### config.mk
export PLATFORM = sky130hd
export DESIGN_NAME = bcd_countdown_timer
export DESIGN_NICKNAME = d
export VERILOG_FILES = /design/src/rtl/bcd_countdown_timer.sv
export SDC_FILE = /design/constraint.sdc
export NUM_CORES = 1
export LEC_CHECK = 0
export CAP_MARGIN = 5
export CELL_PAD_IN_SITES_DETAIL_PLACEMENT = 0
export CELL_PAD_IN_SITES_GLOBAL_PLACEMENT = 1
export CORE_MARGIN = 3
export CORE_UTILIZATION = 37
export DETAILED_ROUTE_END_ITERATION = 6
export PLACE_DENSITY_LB_ADDON = 0.1
export SLEW_MARGIN = 20
export SYNTH_ARGS = -nofsm -noshare
export SYNTH_HDL_FRONTEND = slang
export SYNTH_SLANG_ARGS = --single-unit
### constraint.sdc
create_clock -name clock -period 2.75 [get_ports clock]
set_input_delay 0.4125 -clock clock [delete_from_list [all_inputs] [get_ports clock]]
set_output_delay 0.4125 -clock clock [all_outputs]
set_load 0.05 [all_outputs]
### src/rtl/bcd_countdown_timer.sv
`timescale 1ns/1ps
// HH:MM:SS BCD countdown timer with 1 Hz prescaler, load/start/pause/clear
// control, sanitised loading, optional auto-reload and a stretched alarm.
module bcd_countdown_timer #(
    parameter int unsigned TICK_DIV     = 50000000,
    parameter int unsigned ALARM_CYCLES = 8,
    parameter int unsigned AUTO_RELOAD  = 0
) (
    input  logic       clock,
    input  logic       reset,
    input  logic       load,
    input  logic       start,
    input  logic       pause,
    input  logic       clear,
    input  logic [3:0] setHour10,
    input  logic [3:0] setHour1,
    input  logic [3:0] setMinute10,
    input  logic [3:0] setMinute1,
    input  logic [3:0] setSecond10,
    input  logic [3:0] setSecond1,
    output logic [3:0] getHour10,
    output logic [3:0] getHour1,
    output logic [3:0] getMinute10,
    output logic [3:0] getMinute1,
    output logic [3:0] getSecond10,
    output logic [3:0] getSecond1,
    output logic       isZero,
    output logic       complete,
    output logic       alarm,
    output logic       running,
    output logic       paused
);

    localparam int unsigned PW = (TICK_DIV > 1) ? $clog2(TICK_DIV) : 1;
    localparam int unsigned AW = (ALARM_CYCLES > 1) ? $clog2(ALARM_CYCLES) : 1;
    localparam int unsigned CW = 24;

    localparam logic [PW-1:0] PRE_MAX    = PW'(TICK_DIV - 1);
    localparam logic [AW-1:0] ALARM_LOAD = AW'(ALARM_CYCLES - 1);
    localparam logic [CW-1:0] CNT_ONE    = 24'h00_00_01;

    localparam logic [1:0] S_IDLE  = 2'd0;
    localparam logic [1:0] S_RUN   = 2'd1;
    localparam logic [1:0] S_PAUSE = 2'd2;
    localparam logic [1:0] S_DONE  = 2'd3;

    // Count layout: {h10, h1, m10, m1, s10, s1}, one BCD nibble each.
    logic [1:0]    r_state;
    logic [PW-1:0] r_pre;
    logic [CW-1:0] r_cnt;
    logic [CW-1:0] r_shadow;
    logic          r_pend;
    logic          r_complete;
    logic          r_alarm;
    logic [AW-1:0] r_alarm_cnt;

    logic [1:0]    w_state_nx;
    logic [PW-1:0] w_pre_nx;
    logic [CW-1:0] w_cnt_nx;
    logic [CW-1:0] w_shadow_nx;
    logic          w_pend_nx;
    logic          w_complete_nx;
    logic          w_alarm_nx;
    logic [AW-1:0] w_alarm_cnt_nx;

    logic [CW-1:0] w_dec;
    logic [CW-1:0] w_load_val;
    logic          w_zero;
    logic          w_one;
    logic          w_tick;

    function automatic logic [3:0] sat_digit(input logic [3:0] d, input logic [3:0] lim);
        return (d > lim) ? lim : d;
    endfunction

    assign w_load_val = {sat_digit(setHour10, 4'd9),   sat_digit(setHour1, 4'd9),
                         sat_digit(setMinute10, 4'd5), sat_digit(setMinute1, 4'd9),
                         sat_digit(setSecond10, 4'd5), sat_digit(setSecond1, 4'd9)};

    assign w_zero = (r_cnt == '0);
    assign w_one  = (r_cnt == CNT_ONE);
    assign w_tick = (r_state == S_RUN) && (r_pre == PRE_MAX);

    // Borrow-chain decrement; only used when the count is nonzero.
    always_comb begin
        w_dec = r_cnt;
        if (r_cnt[3:0] != 4'd0) begin
            w_dec[3:0] = r_cnt[3:0] - 4'd1;
        end else begin
            w_dec[3:0] = 4'd9;
            if (r_cnt[7:4] != 4'd0) begin
                w_dec[7:4] = r_cnt[7:4] - 4'd1;
            end else begin
                w_dec[7:4] = 4'd5;
                if (r_cnt[11:8] != 4'd0) begin
                    w_dec[11:8] = r_cnt[11:8] - 4'd1;
                end else begin
                    w_dec[11:8] = 4'd9;
                    if (r_cnt[15:12] != 4'd0) begin
                        w_dec[15:12] = r_cnt[15:12] - 4'd1;
                    end else begin
                        w_dec[15:12] = 4'd5;
                        if (r_cnt[19:16] != 4'd0) begin
                            w_dec[19:16] = r_cnt[19:16] - 4'd1;
                        end else begin
                            w_dec[19:16] = 4'd9;
                            w_dec[23:20] = r_cnt[23:20] - 4'd1;
                        end
                    end
                end
            end
        end
    end

    // Next-state and datapath; control priority clear > load > pause > start.
    always_comb begin
        w_state_nx     = r_state;
        w_pre_nx       = r_pre;
        w_cnt_nx       = r_cnt;
        w_shadow_nx    = r_shadow;
        w_pend_nx      = 1'b0;
        w_complete_nx  = 1'b0;
        w_alarm_nx     = r_alarm;
        w_alarm_cnt_nx = r_alarm_cnt;

        // Expiry is flagged at the tick edge; complete and alarm follow one cycle later.
        if (clear) begin
            w_alarm_nx     = 1'b0;
            w_alarm_cnt_nx = '0;
        end else if (r_pend) begin
            w_complete_nx  = 1'b1;
            w_alarm_nx     = 1'b1;
            w_alarm_cnt_nx = ALARM_LOAD;
        end else if (r_alarm_cnt != '0) begin
            w_alarm_nx     = 1'b1;
            w_alarm_cnt_nx = r_alarm_cnt - AW'(1);
        end else begin
            w_alarm_nx     = 1'b0;
        end

        if (clear) begin
            w_state_nx = S_IDLE;
            w_pre_nx   = '0;
            w_cnt_nx   = '0;
        end else if (load && (r_state != S_RUN)) begin
            w_state_nx  = S_IDLE;
            w_pre_nx    = '0;
            w_cnt_nx    = w_load_val;
            w_shadow_nx = w_load_val;
        end else if (r_state == S_RUN) begin
            w_pre_nx = w_tick ? '0 : (r_pre + PW'(1));
            if (w_tick && w_one) begin
                w_pend_nx = 1'b1;
                if (AUTO_RELOAD != 0) begin
                    w_cnt_nx = r_shadow;
                end else begin
                    w_cnt_nx   = '0;
                    w_state_nx = S_DONE;
                end
            end else if (w_tick && !w_zero) begin
                w_cnt_nx = w_dec;
            end
            if (pause && (w_state_nx == S_RUN)) begin
                w_state_nx = S_PAUSE;
            end
        end else if (start && !w_zero) begin
            if (r_state != S_PAUSE) begin
                w_pre_nx = '0;
            end
            w_state_nx = S_RUN;
        end
    end

    always_ff @(posedge clock or negedge reset) begin
        if (!reset) begin
            r_state     <= S_IDLE;
            r_pre       <= '0;
            r_cnt       <= '0;
            r_shadow    <= '0;
            r_pend      <= 1'b0;
            r_complete  <= 1'b0;
            r_alarm     <= 1'b0;
            r_alarm_cnt <= '0;
        end else begin
            r_state     <= w_state_nx;
            r_pre       <= w_pre_nx;
            r_cnt       <= w_cnt_nx;
            r_shadow    <= w_shadow_nx;
            r_pend      <= w_pend_nx;
            r_complete  <= w_complete_nx;
            r_alarm     <= w_alarm_nx;
            r_alarm_cnt <= w_alarm_cnt_nx;
        end
    end

    assign getHour10   = r_cnt[23:20];
    assign getHour1    = r_cnt[19:16];
    assign getMinute10 = r_cnt[15:12];
    assign getMinute1  = r_cnt[11:8];
    assign getSecond10 = r_cnt[7:4];
    assign getSecond1  = r_cnt[3:0];
    assign isZero      = w_zero;
    assign complete    = r_complete;
    assign alarm       = r_alarm;
    assign running     = (r_state == S_RUN);
    assign paused      = (r_state == S_PAUSE);

endmodule

==> metrics.yaml <==
outcome: "finished, final reports clean"
dp_hpwl_mm: 7.684
maxSlewViolCount: 0
max_slew_margin_pct: 44.56
p_sw_mw: 1.091
dieHeight_um: 105.8
track_usage_pct: 19.35
grt_overflow: 0
ys_async_sr_fraction_pct: 100.0
drc: 0
yosysSeqAreaShare_pct: 39.38
area_growth_pct: 33.67
ios: 59
timing.rr.end: "r_cnt[1]$_DFFE_PN0P_"
cts_buffers: 9
tns_ns: 0
die_w_um: 105.8
drtIter0Drc: 146
num-nets-final: 565
grt_pass1_wl_mm: 17.57
ir_drop_uv: 273.0
grt_max_degree: 59
dr.pass1.iters: 4
clockPowerShare_pct: 27.6
crit_path_end_kind: "flip-flop"
gp_congestion: 0.8390
routed_wl_mm: 10.40
syn_inst: 431
worst-r2r-setup-slack_ns: 0.1
hold_viol: 0
power_density_nw_per_um2: 604.0
rows: 35
worstMarginPinSlew_ns: 0.8286
cts_max_level: 3
root_buffer: "clkbuf_8"
synth_cell_type_count: 53
dieArea_sq_um: 11200
multi_input_comb_area_sq_um: 2152
use_met3_pct: 3.797
start_util_pct: 38.97
yosysWarnings: 0
min_period_over_period_pct: 96.49
netlist_area_sq_um: 3686
routedWlPerCell_um: 15.85
period_needed_ns: 2.653
globalRouteMet2Util_pct: 32.92
fin_skew_ns: 0.01145
grt_util_met1_pct: 24.65
hold_path.class: "input pin to asynchronous set/reset pin"
num-fill-cells: 913
rsz0062_at_grt: "no"
top_usage_layer: "met2"
reg2reg_depth: 7
layout-drive-gt1-share_pct: 14.04
cp.arrival_ns: 2.89
worstPathRequired_ns: 2.98
post-route-util_pct: 52.09
power_frac_comb_pct: 37.9
setup_viol: 0
register_area_sq_um: 1451
antenna_cells: 0
coreArea_sq_um: 9459
leakagePower_nw: 2.089
crit_fanout: 7
clk_latency_ns: 0.34
crit_type: "flip-flop to flip-flop"
synth_nets: 473
p_int_mw: 1.885
clock_path_buffers: 2
synth_edf_count: 0
via_count: 3598
start_kind: "flip-flop"
path_clk_slew_ns: 0.07
cts_tree: "done"
cts.sinks: 58
worstReg2RegStart: "r_pre[18]$_DFFE_PN0P_"
synth_flop_cell: "dfrtp_1"
ant_nets: 0
ys_seq_elements: 58
io_buffers: 58
drv_cap: 0
grt_pass1_vias: 3528
antenna_found_initial: 0
fmax_mhz: 376.9
switching_share_pct: 36.65
viasPerCell: 5.485
power_frac_seq_pct: 34.5
syn_avg_cell_area_sq_um: 8.552
Yosys cell counts, drive strengths merged, types with 2 or more instances:
cell type / instances / area [sq um]
ha: 12 / 150.1
inv: 26 / 97.59
a21oi: 19 / 98.85
or4: 6 / 52.55
a31oi: 12 / 75.07
mux2: 7 / 78.83
clkbuf: 11 / 41.29
o21bai: 3 / 22.52
a21o: 2 / 15.01
nor2: 49 / 183.9
xnor2: 5 / 43.79
nand3: 17 / 85.08
a211o: 3 / 26.28
or3: 3 / 18.77
and4: 2 / 17.52
dfrtp: 58 / 1451
nor2b: 3 / 18.77
a22o: 9 / 78.83
xor2: 11 / 96.34
nand2b: 7 / 43.79
o211ai: 3 / 22.52
mux2i: 5 / 50.05
a22oi: 6 / 45.04
o21ai: 35 / 175.2
and3: 6 / 37.54
nand2: 37 / 141.4
nor3: 18 / 101.4
nor3b: 10 / 75.07
o21a: 3 / 22.52
nor4: 6 / 43.79
o31ai: 6 / 45.04
nand3b: 2 / 15.01
nand4: 10 / 62.56
o41ai: 2 / 17.52
and2: 5 / 31.28
cell families after synthesis:
family / synth area share [%]
AND/OR/NAND/NOR: 26.07
multiplexers: 3.496
flip-flops: 39.38
buffers and inverters: 3.869
adder cells (fa/ha/maj): 4.073
XOR/XNOR: 3.802
AO/OA/AOI/OAI: 19.31
sequential cells by signal, summed over array words and instances (netlist names):
signal and flops:
r_pre 26, r_pend 1, alarm 1, r_alarm_cnt 3
r_cnt 24, complete 1, r_state 2
placed cells by master, fill, tap and decap left out, types with 4 or more instances in the layout:
cell              n
or4_1             4
mux2_2            7
a21oi_1          17
nand2_1          36
nand3_1          17
nand4_1          10
and3_1            6
nor4_1            5
inv_1            26
xnor2_1           5
a22o_1            9
xor2_1           11
mux2i_1           5
nor3b_2           4
ha_1             12
a31oi_1          12
nor2_1           48
buf_4            34
and2_1            4
nor3_1           16
nor3b_1           4
clkbuf_8         12
nand2b_1          7
o31ai_1           6
dfrtp_1          58
o21ai_0          35
a22oi_1           6
clkdlybuf4s50_1  56
worst max-delay path, stage by stage (launching register included):
cell      delay, ns
dfrtp_1        0.42
or4b_4         0.54
or4_4          0.53
nor3_4         0.17
buf_4          0.18
nand2_2        0.07
or4_1          0.39
a311oi_1       0.26
power groups by stage:
stage | clock network (mW) | logic (mW) | registers [mW]
after floorplan | 0 | 0.516 | 1.23
after global placement | 0 | 1.11 | 1.04
after detailed placement | 0 | 1.12 | 1.04
after CTS | 0.847 | 1.12 | 1.02
after global routing | 0.883 | 1.24 | 1.04
final | 0.822 | 1.13 | 1.03
how the worst max path moves through the flow:
| stage | startpoint | to | slack, ns | cells after the start |
|---|---|---|---|---|
| floorplan | r_cnt[20]$_DFFE_PN0P_ | r_pre[10]$_DFFE_PN0P_ | 0.003 | 9 |
| global placement | r_pre[9]$_DFFE_PN0P_ | r_cnt[5]$_DFFE_PN0P_ | 0.12 | 6 |
| detailed placement | r_pre[9]$_DFFE_PN0P_ | r_pre[8]$_DFFE_PN0P_ | 0.06 | 6 |
| CTS | r_pre[9]$_DFFE_PN0P_ | r_cnt[1]$_DFFE_PN0P_ | 0.05 | 6 |
| global route | r_pre[18]$_DFFE_PN0P_ | r_cnt[1]$_DFFE_PN0P_ | 0.002 | 7 |
| finish | r_pre[18]$_DFFE_PN0P_ | r_cnt[1]$_DFFE_PN0P_ | 0.1 | 7 |
metal layers:
layer	up-vias	routed length (um)
li1	1759	-
met1	1768	4700
met2	63	5184
met3	8	403
met4	0	106
met5	-	0
metrics by stage:
step	instances	cell area [sq um]	power (mW)	worst slack, ns	hold WS, ns
floorplan	431	3722	1.746	0.002706	0.1169
global placement	640	4692	2.149	0.1206	0.4431
detailed placement	640	4692	2.157	0.06385	0.4456
CTS	655	4896	2.994	0.05114	0.08020
global route	656	4927	3.170	0.001677	0.09345
finish	656	4927	2.976	0.09662	0.07062
area by class of cell:
cell class                 count  share of cell area, %
multi-input combinational    335                  43.68
inverter                      26                  1.981
clock inverter                 2                 0.7110
clock buffer                  13                  3.428
timing repair buffer          93                  17.47
tap                          129                  3.276
sequential                    58                  29.46
repair_timing:
item / 4_1_cts / 5_1_grt
setup buffers: 0 / 1
setup endpoints to repair: 0 / 23
gates resized for setup: 0 / 5
hold buffers: 0 / 0
Power figures use the tool's default switching activity.
